--- src/rtl/rs_hs_pipeline_tail_fifo.sv ---
// Tail of the valid/ready relay chain: FWFT FIFO with extra grace slots absorbing
// words still in flight after the registered ready drops.
module rs_hs_pipeline_tail_fifo #(
  parameter int DATA_WIDTH   = 32,
  parameter int DEPTH        = 24,
  parameter int GRACE_PERIOD = 5,
  parameter int REAL_DEPTH   = DEPTH + GRACE_PERIOD,
  parameter int ADDR_WIDTH   = $clog2(REAL_DEPTH),
  parameter int COUNT_WIDTH  = $clog2(REAL_DEPTH + 1)
) (
  input  logic                   clk,
  input  logic                   reset,
  input  logic                   if_valid_in,
  input  logic [DATA_WIDTH-1:0]  if_data_in,
  output logic                   if_ready_out,
  output logic                   if_valid_out,
  output logic [DATA_WIDTH-1:0]  if_data_out,
  input  logic                   if_ready_in,
  output logic [COUNT_WIDTH-1:0] occupancy,
  output logic                   overflow
);

  localparam logic [COUNT_WIDTH-1:0] FULL_C  = COUNT_WIDTH'(REAL_DEPTH);
  localparam logic [COUNT_WIDTH-1:0] DEPTH_C = COUNT_WIDTH'(DEPTH);
  localparam logic [ADDR_WIDTH-1:0]  LAST_C  = ADDR_WIDTH'(REAL_DEPTH - 1);

  logic [DATA_WIDTH-1:0]  mem_q [REAL_DEPTH];
  logic [COUNT_WIDTH-1:0] count_q, count_d;
  logic [ADDR_WIDTH-1:0]  wr_ptr_q, wr_ptr_d;
  logic [ADDR_WIDTH-1:0]  rd_ptr_q, rd_ptr_d;
  logic                   ready_q, ready_d;
  logic                   overflow_q, overflow_d;
  logic                   rd, wr, drop;

  always_comb begin
    rd   = (count_q != '0) & if_ready_in;
    // Ready never gates writes: in-flight words are taken whenever a slot exists.
    wr   = if_valid_in & ((count_q != FULL_C) | rd);
    drop = if_valid_in & (count_q == FULL_C) & ~rd;

    count_d = count_q;
    case ({wr, rd})
      2'b10:   count_d = count_q + COUNT_WIDTH'(1);
      2'b01:   count_d = count_q - COUNT_WIDTH'(1);
      default: count_d = count_q;
    endcase

    wr_ptr_d = wr_ptr_q;
    if (wr) begin
      wr_ptr_d = (wr_ptr_q == LAST_C) ? '0 : wr_ptr_q + ADDR_WIDTH'(1);
    end
    rd_ptr_d = rd_ptr_q;
    if (rd) begin
      rd_ptr_d = (rd_ptr_q == LAST_C) ? '0 : rd_ptr_q + ADDR_WIDTH'(1);
    end

    ready_d    = (count_d < DEPTH_C);
    overflow_d = overflow_q | drop;
  end

  always_ff @(posedge clk) begin
    if (reset) begin
      count_q    <= '0;
      wr_ptr_q   <= '0;
      rd_ptr_q   <= '0;
      ready_q    <= 1'b0;
      overflow_q <= 1'b0;
    end else begin
      count_q    <= count_d;
      wr_ptr_q   <= wr_ptr_d;
      rd_ptr_q   <= rd_ptr_d;
      ready_q    <= ready_d;
      overflow_q <= overflow_d;
    end
  end

  // Storage is not reset; a reset only rewinds the pointers and count.
  always_ff @(posedge clk) begin
    if (wr && !reset) begin
      mem_q[wr_ptr_q] <= if_data_in;
    end
  end

  assign if_ready_out = ready_q;
  assign if_valid_out = (count_q != '0);
  assign if_data_out  = mem_q[rd_ptr_q];
  assign occupancy    = count_q;
  assign overflow     = overflow_q;

endmodule

--- config.mk ---
export PLATFORM = sky130hd
export DESIGN_NAME = rs_hs_pipeline_tail_fifo
export DESIGN_NICKNAME = d
export VERILOG_FILES = /design/src/rtl/rs_hs_pipeline_tail_fifo.sv
export SDC_FILE = /design/constraint.sdc
export NUM_CORES = 1
export LEC_CHECK = 0
export ABC_AREA = 1
export ABC_CLOCK_PERIOD_IN_PS = 3700
export CAP_MARGIN = 5
export CORE_ASPECT_RATIO = 1.75
export CORE_UTILIZATION = 50
export CTS_CLUSTER_SIZE = 25
export DETAILED_ROUTE_END_ITERATION = 16
export PLACE_DENSITY_LB_ADDON = 0.3
export SKIP_CTS_REPAIR_TIMING = 1
export SLEW_MARGIN = 10
export SYNTH_ARGS = -nofsm -noshare
export SYNTH_HDL_FRONTEND = slang
export SYNTH_SLANG_ARGS = --single-unit
--- constraint.sdc ---
create_clock -name clk -period 3.7 [get_ports clk]
set_input_delay 0.555 -clock clk [delete_from_list [all_inputs] [get_ports clk]]
set_output_delay 0.555 -clock clk [all_outputs]
set_load 0.02 [all_outputs]
Yosys cells after proc, flatten, opt, wreduce, memory -nomap -nowiden:

Memory sizes are Yosys's and may differ from the RTL's. A register that Yosys moved wholly into a read port is not among the register bits.
Index checks and enable logic that the tools add are counted.

* bits in registers: 17
* latch bits: 0
* bits in writable memories: 928
* bits in read-only memories: 0
* bits of input ports: 36
* output and inout bits: 40
* memories: 1

Memories
* mem_q: depth 29, bits a word 32, rd ports 1, clocked after Yosys merged registers in 1, wr ports 1, line 27 `logic [DATA_WIDTH-1:0] mem_q [REAL_DEPTH];`

* add/sub/neg operators: 4
* multiply operators: 0
* div/mod/pow operators: 0
* magnitude comparators: 1
* equality and inequality tests: 6
* shift-type cells: 0
* mux-type cells: 7
* bitwise gates (word level): 7
* reductions and logical operators: 3

Operators by type and width (count)
* 2-to-1 mux 5 bit: 4
* adder 5 x 1 -> 5 bit, second input constant: 3
* equality test 5 bit, second input constant: 3
* case mux 5 bit (2 select lines): 1
* < comparator 5 bit, second input constant: 1
* != test 5 bit, second input constant: 1
* nonzero test 5 bit: 1
* subtractor 5 x 1 -> 5 bit, second input constant: 1
* AND 1 bit: 4
* equality test 2 x 1 -> 1 bit, second input constant: 1
* equality test 2 bit, second input constant: 1
* 2-to-1 mux 1 bit: 2
* OR 1 bit: 2
* logical AND 1 bit: 1
* zero test 1 bit: 1
* inverter 1 bit: 1

Depth between registers and ports, before layout:

Gate-level depths: netlist (run 1).

* depth in word-level cells: 7
* mapped depth: 14

Worst setup path after synthesis (run 1):

Ideal clock, no wire load.

* path kind: flip-flop to flip-flop
* start: reg count_q[4], in the netlist occupancy[4]
* end: mem mem_q[28][0] (enable)
* data arrival time: 3.348 ns
* slack: -0.110 ns
* cell stages (with the launch flop): 7
* period minus slack after synthesis: 3.810 ns
* cells stage by stage: dfxtp_1 > nor2_1 > nand3_1 > nand2_1 > nand2_1 > nand2_1 > nor3_1

* longest elaborated chain between the ends: 7

Ends and longest elaborated chain
* start, declared: line 28 `logic [COUNT_WIDTH-1:0] count_q, count_d;`
* start signal, assigned: line 69 `count_q <= count_d;`
* nonzero test 5 bit
* net if_valid_out: line 16 `output logic if_valid_out,`
* AND 1 bit: line 36 `rd = (count_q != '0) & if_ready_in;`
* OR 1 bit: line 38 `wr = if_valid_in & ((count_q != FULL_C) | rd);`
* AND 1 bit: line 38
* logical AND 1 bit: line 79 `if (wr && !reset) begin`
* 2-to-1 mux 1 bit: line 79
* 2-to-1 mux 1 bit (not written as such): line 80 `mem_q[wr_ptr_q] <= if_data_in;`
* end, declared: line 27

The timed path passes the listed nets, and every way through them passes these cells.

==> impl_results.md, run 1 <==
* CTS clk-pin slew, worst paths at 0.07 ns
* Grt total ovfl at 0
* Post-synth EDFFs at 928
* WL/cell at 22.6 um
* Outcome: complete, no violations
* Root buf cell: clkbuf_16
* CP Cell Sequence: clkinv_16 > buf_12 > buf_4 > o21ai_0 > o22ai_1 > o21ai_0 > nand2_1 > nand2_1 > nand2_1 > clkdlybuf4s50_1
* Clock sink count at 950
* Layout cells sized above 1 at 8.43%
* Largest net degree at the start of global routing at 171
* Final setup fails at 0
* Fill cells at 6061
* Sequential fraction of the synthesis area at 73.6%
* Routed Antenna Nets at 0
* Normalized max-slew margin at 20.1%
* Aggregate global-route resource usage at 24.9%
* P per Cell Area at 629 nW/um2
* Synthesized area at 38400 um2
* Setup Crit Path Kind: reg -> out
* Final wirelength at 98800 um
* Maximum Capacitance Violations at 0
* Async SR Flop Fraction at 0%
* Mean Syn Cell Area at 12.0 um2
* CP delay by family, top: buffers and inverters
* Fin crit period at 3.65 ns
* RSZ-0062 raised after global routing: true
* Number of library cell types mapped by synthesis at 29
* R2r startpoint: occupancy[4]$_SDFF_PP0_
* Post-DP HPWL at 54800 um
* WP data arrival at 3.10 ns
* #FFs+latches synth at 950
* Worst Hold Path EP: mem_q[28][24]$_DFFE_PP_
* Critical Path Start Type: flop
* CTS tree: done
* H-Tree Depth at 3
* Critical path buffers and inverters at 4
* CP peak stage delay at 0.56 ns
* Final GP Congestion at 0.838
* Power, Total at 27.6 mW
* Clk buf depth at 3
* Starting Density at 50.5%
* Io pins at 76
* Die area at 78000 um2
* Top cell by count, worst path: nand2_1
* Syn Inst Count at 3202
* Chip height at 369 um
* PnR worst setup slack at 0.0472 ns
* Initial antenna violation count at 2
* Area delta synth->final at 14.3%
* Max VDD drop at 0.529 mV
* Clock skew at 0.0232 ns
* Final hold vios at 0
* Net count reported at finish at 3330
* FP Rows at 134
* Worst slew pin tran at 1.19 ns
* Slew Limit Fails at 0
* DR iter-0 viols at 2722
* P_leak at 15.7 nW
* Required @ worst endpoint at 3.14 ns
* Worst skew pair latency at 0.65 ns
* Dpl ws at 0.452 ns
* I/O Buffers at 75
* Die width at 212 um
* Hold Path Stages at 1
* Vias per inst at 5.83
* Peak Freq at 0.274 GHz
* Fin crit share at 98.7%
* R2r setup slk at 0.99 ns
* Crit end category: output pin
* Vias in the first global route at 24800
* Net count after synthesis at 3248
* Worst-case reg-to-reg path depth at 10
* DRC at 0
* Critical Path Fanout Max at 28
* CTS buffer count at 79
* CORE AREA at 76100 um2
* Vias at 25500
* Hold WC Path Type: in -> reg
* CP max-delay cell: clkdlybuf4s50_1
* Hold Crit Start: if_data_in[24]
* Prevailing post-synth register cell: edfxtp_1
* First-pass GRT wire length at 147000 um
* Worst r2r dst: mem_q[10][7]$_DFFE_PP_
* Yosys warns at 0
* Drt first pass iters at 8
==> cell usage after synthesis (2+ instances only) <==
master    instances  share of area, %
nand3_1         344               4.5
nor2_1          297               2.9
o22ai_1          32              0.52
buf_2            87               1.1
xor2_1            2             0.046
o21ai_1          48              0.62
o21ai_0         120               1.6
inv_1            24              0.23
o31ai_1          64               1.2
a21oi_1         139               1.8
buf_1            12              0.12
nor3b_1           2             0.039
buf_6            31              0.91
dfxtp_1          22               1.1
nand2_1         962               9.4
buf_4             6              0.12
nor3_1            2             0.026
buf_8             4              0.16
ha_1              9              0.29
edfxtp_1        928                72
clkbuf_1         59              0.58
==> metal layers <==
layer | track usage, % | vias up | wire [um]
met4 | 10.1 | 0 | 3210
met5 | 0 | - | 0
li1 | - | 11500 | -
met3 | 2.82 | 198 | 7490
met1 | 32.7 | 12600 | 38200
met2 | 42.3 | 1211 | 50000
==> per-stage QoR <==
stage	TNS (ns)	instance area, um2	util [%]	hold slack, ns	instances
floorplan	0	38400	-	0.476	3202
CTS	-3.73	43500	57.2	0.502	4354
detailed placement	0	40900	53.8	0.482	4211
finish	0	43900	57.7	0.482	4367
global route	-0.0515	43900	57.7	0.481	4367
global placement	0	40900	53.8	0.491	4211
==> flip-flops by register name, indices dropped and copies added, names as in the netlist, named ones only <==
signal and count:
if_ready_out 1, mem_q 928, occupancy 5, overflow 1, rd_ptr_q 5, wr_ptr_q 5
==> logic make-up after synthesis <==
family                     count (synthesis)  share of synthesized area [%]
and+or+nand+nor                         1609                           16.9
DFF                                      950                           73.6
AOI/OAI and AO/OA                        405                           5.80
buffers and inverters                    225                           3.27
adders and majority gates                 10                          0.345
xor gates and xnor gates                   3                         0.0684
==> worst max path at each step <==
| stage | endpoint | depth (start not counted) | slack, ns |
|---|---|---|---|
| 5_1_grt | if_data_out[31] | 10 | -0.05 |
| 2_1_floorplan | mem_q[0][0]$_DFFE_PP_ | 8 | 0.41 |
| 4_1_cts | if_data_out[9] | 9 | -0.24 |
| 6_report | if_data_out[31] | 10 | 0.05 |
| 3_3_place_gp | if_data_out[31] | 9 | 0.47 |
| 3_5_place_dp | if_data_out[14] | 9 | 0.45 |
==> report_power, final <==
group	leakage [nW]	switching (mW)	internal [mW]
Clock	1.26	3.76	4.77
Combinational	5.88	4.77	2.33
Sequential	8.53	0.110	11.9
Total	15.7	8.64	19.0
==> cell usage in the layout, fill, tap and decap left out, types with 2 or more instances in the layout <==
cell type        count
bufinv_16            9
buf_4               74
nor2_1             270
inv_2                2
clkbuf_1            18
o21ai_0            120
dlymetal6s2s_1      31
buf_12              33
clkinv_16            2
o21ai_1             48
a21oi_1            139
buf_16               9
dfxtp_4              4
inv_6                3
clkinv_4             3
clkdlybuf4s50_1     43
nor3b_1              2
xor2_1               2
o31ai_1             59
edfxtp_1           928
clkinv_2             9
clkinv_1            13
ha_1                 9
clkinvlp_4           4
nand2_1            962
nand3_1            344
o31ai_2              5
buf_8                2
o22ai_1             31
nor2_4              27
clkbuf_16           88
inv_1               21
dfxtp_1             17
==> final cells by class <==
class,instances,area [um2],share of cell area (%)
Inverter,26,153,0.347
Timing Repair inverter,1,11.3,0.0256
Timing Repair Buffer,199,2450,5.57
Clock buffer,102,2160,4.91
Antenna cell,1,2.50,0.00570
Sequential cell,950,28300,64.5
Tap cell,1020,1280,2.90
Clock inverter,41,447,1.02
Multi-Input combinational cell,2027,9120,20.8
(Power assumes the default switching activity.)
==> run 2: changes to the inputs <==
- GPL_TIMING_DRIVEN: unset -> 0
==> run 2 against run 1 <==
- the flow now finishes with violations (setup timing)
- sequential cell count unchanged
- register-to-register slack worse by 0.68 ns
- clock power fell by 4.0%
- cell area up 0.41%
- global-route usage up 3.7 points
- sequential share of layout area is 0.30 points lower
- setup slack got worse by 0.26 ns
- via count is 0.81% higher
- die area unchanged
- routed wire length is 13% higher
- clock-buffer cell count fell by 7
- critical endpoint is now if_data_out[2]
- highest routed layer is now met5
==> impl_results.md, run 2 (same netlist as run 1, synthesis figures left out) <==
* CTS clk-pin slew, worst paths at 0.07 ns (about the same)
* Layout cells sized above 1 at 10.1% (+1.6 points)
* Initial antenna violation count at 1 (-1)
* Hold Path Stages at 1 (unchanged)
* Max reg flops at 928 (unchanged)
* CTS buffer count at 78 (-1.3%)
* DR iter-0 viols at 2461 (-9.6%)
* Clock sink count at 950 (unchanged)
* Critical Path Fanout Max at 10 (-64%)
* Worst-case reg-to-reg path depth at 8 (-2)
* I/O Buffers at 75 (unchanged)
* Setup tns final at -1.09 ns (-1.09 ns)
* CTS tree: done
* Final instance area at 44100 um2 (+0.41%)
* Critical Path Start Type: flop
* Reg with most FFs: mem_q
* Final hold vios at 0 (unchanged)
* Chip height at 369 um (unchanged)
* Outcome: finished, violations left
* Final Util at 58.0% (+0.23 points)
* Clock skew at 0.0231 ns (-0.0000710 ns)
* Fin crit share at 106% (+7.1 points)
* Maximum Capacitance Violations at 0 (unchanged)
* Crit end category: output pin
* DRC at 0 (unchanged)
* Largest net degree at the start of global routing at 30 (-82%)
* Routed Antenna Nets at 0 (unchanged)
* Vias at 25700 (+0.81%)
* Required @ worst endpoint at 3.14 ns (about the same)
* Dpl cell area at 41400 um2 (+1.3%)
* Final GP Congestion at 0.894 (+6.7%)
* PnR worst setup slack at -0.217 ns (-0.264 ns)
* FP Rows at 134 (unchanged)
* Post-DP HPWL at 75000 um (+37%)
* P per Cell Area at 633 nW/um2 (+0.72%)
* Net count reported at finish at 3432 (+3.1%)
* Vias in the first global route at 25400 (+2.0%)
* WL/cell at 24.9 um (+10%)
* Clk buf depth at 3 (unchanged)
* Drt first pass iters at 8 (unchanged)
* Aggregate global-route resource usage at 28.6% (+3.7 points)
* Die area at 78000 um2 (unchanged)
* Root buf cell: clkbuf_16
* Fin crit period at 3.92 ns (+0.264 ns)
* Failing checks: setup timing
* Power, Total at 27.9 mW (+1.1%)
* # diodes at 0 (-1)
* Final wirelength at 111000 um (+13%)
* Peak Freq at 0.255 GHz (-6.7%)
* Die width at 212 um (unchanged)
* Highest-count cells in the layout ignoring fill and taps: 962 x nand2_1, 928 x edfxtp_1, 344 x nand3_1
* Starting Density at 50.5% (unchanged)
* WP data arrival at 3.36 ns (+0.26 ns)
* Area delta synth->final at 14.8%
* Max VDD drop at 0.476 mV (-10%)
* CORE AREA at 76100 um2 (unchanged)
* Setup Crit Path Kind: reg -> out
* RSZ-0062 raised after global routing: true
* Vias per inst at 5.75 (-1.4%)
* Slew Limit Fails at 0 (unchanged)
* Final setup fails at 8 (+8)
* Hold WC Path Type: in -> reg
* Worst slew pin tran at 1.31 ns (+0.114 ns)
* Grt total ovfl at 0 (unchanged)
* Most common cell after layout, fill and taps aside: nand2_1
* Io pins at 76 (unchanged)
* Normalized max-slew margin at 12.5% (-7.6 points)
* H-Tree Depth at 3 (unchanged)
* Worst skew pair latency at 0.66 ns (about the same)
* P_leak at 15.8 nW (+0.93%)
* First-pass GRT wire length at 158000 um (+7.8%)
* Fin Hold WS at 0.471 ns (-0.0112 ns)
[run 2: cell types whose count changed in the layout (fill, tap and decap cells not counted), moves of 7 or more]
cell            change
buf_4              -61
buf_2              +57
buf_6              +34
clkbuf_4           +29
clkbuf_2           +26
buf_12             -25
clkbuf_1           +24
buf_16             +12
buf_1               +8
clkbuf_16           -7
dlymetal6s2s_1      -7
[run 2: layout make-up]
class | count | area, um2
multi-input combinational | 2027 | 9110
timing repair buffer | 105 | 1540
clock buffer | 95 | 2080
tap | 1020 | 1280
fill | 6037 | 32000
sequential | 950 | 28300
buffer | 198 | 1310
clock inverter | 46 | 379
inverter | 26 | 109
[run 2: final timing paths]
kind,start,to,slack (ns)
max reg2reg,occupancy[2]$_SDFFE_PP0N_,mem_q[27][7]$_DFFE_PP_,0.31
max,flop,if_data_out[2],-0.22
min,if_data_in[22],mem_q[8][22]$_DFFE_PP_,0.47
min reg2reg,rd_ptr_q[0]$_SDFFE_PP0N_,rd_ptr_q[0]$_SDFFE_PP0N_,0.54
[run 2: report_power, final]
group	total [mW]	internal, mW	switching, mW	leakage (nW)
sequential	11.9	11.9	0.0517	8.53
combinational	7.81	2.38	5.43	6.10
clock	8.19	4.38	3.81	1.19
total	27.9	18.6	9.29	15.8
[run 2: worst max-delay path, cell delays in order (launching register included)]
cell and delay [ns]:
dfxtp_1 0.47, buf_6 0.27, inv_1 0.08, clkbuf_4 0.25, clkbuf_2 0.28, o31ai_1 0.48
nand2_1 0.17, nand2_1 0.10, nand2_1 0.08, clkdlybuf4s50_1 0.54
[run 2: per-stage QoR]
step / setup slack, ns / instances
floorplan: 0.406 / 3202
CTS: -0.916 / 4468
global route: -0.304 / 4467
finish: -0.217 / 4467
global placement: -1.77 / 4297
detailed placement: -0.174 / 4327
[run 2: layer usage]
layer | global-route usage [%] | routed length, um | vias to the layer above
li1 | - | - | 11700
met1 | 29.6 | 36100 | 12400
met2 | 53.5 | 60400 | 1228
met3 | 4.08 | 7920 | 342
met4 | 17.7 | 7020 | 2
met5 | 0 | 13 | -
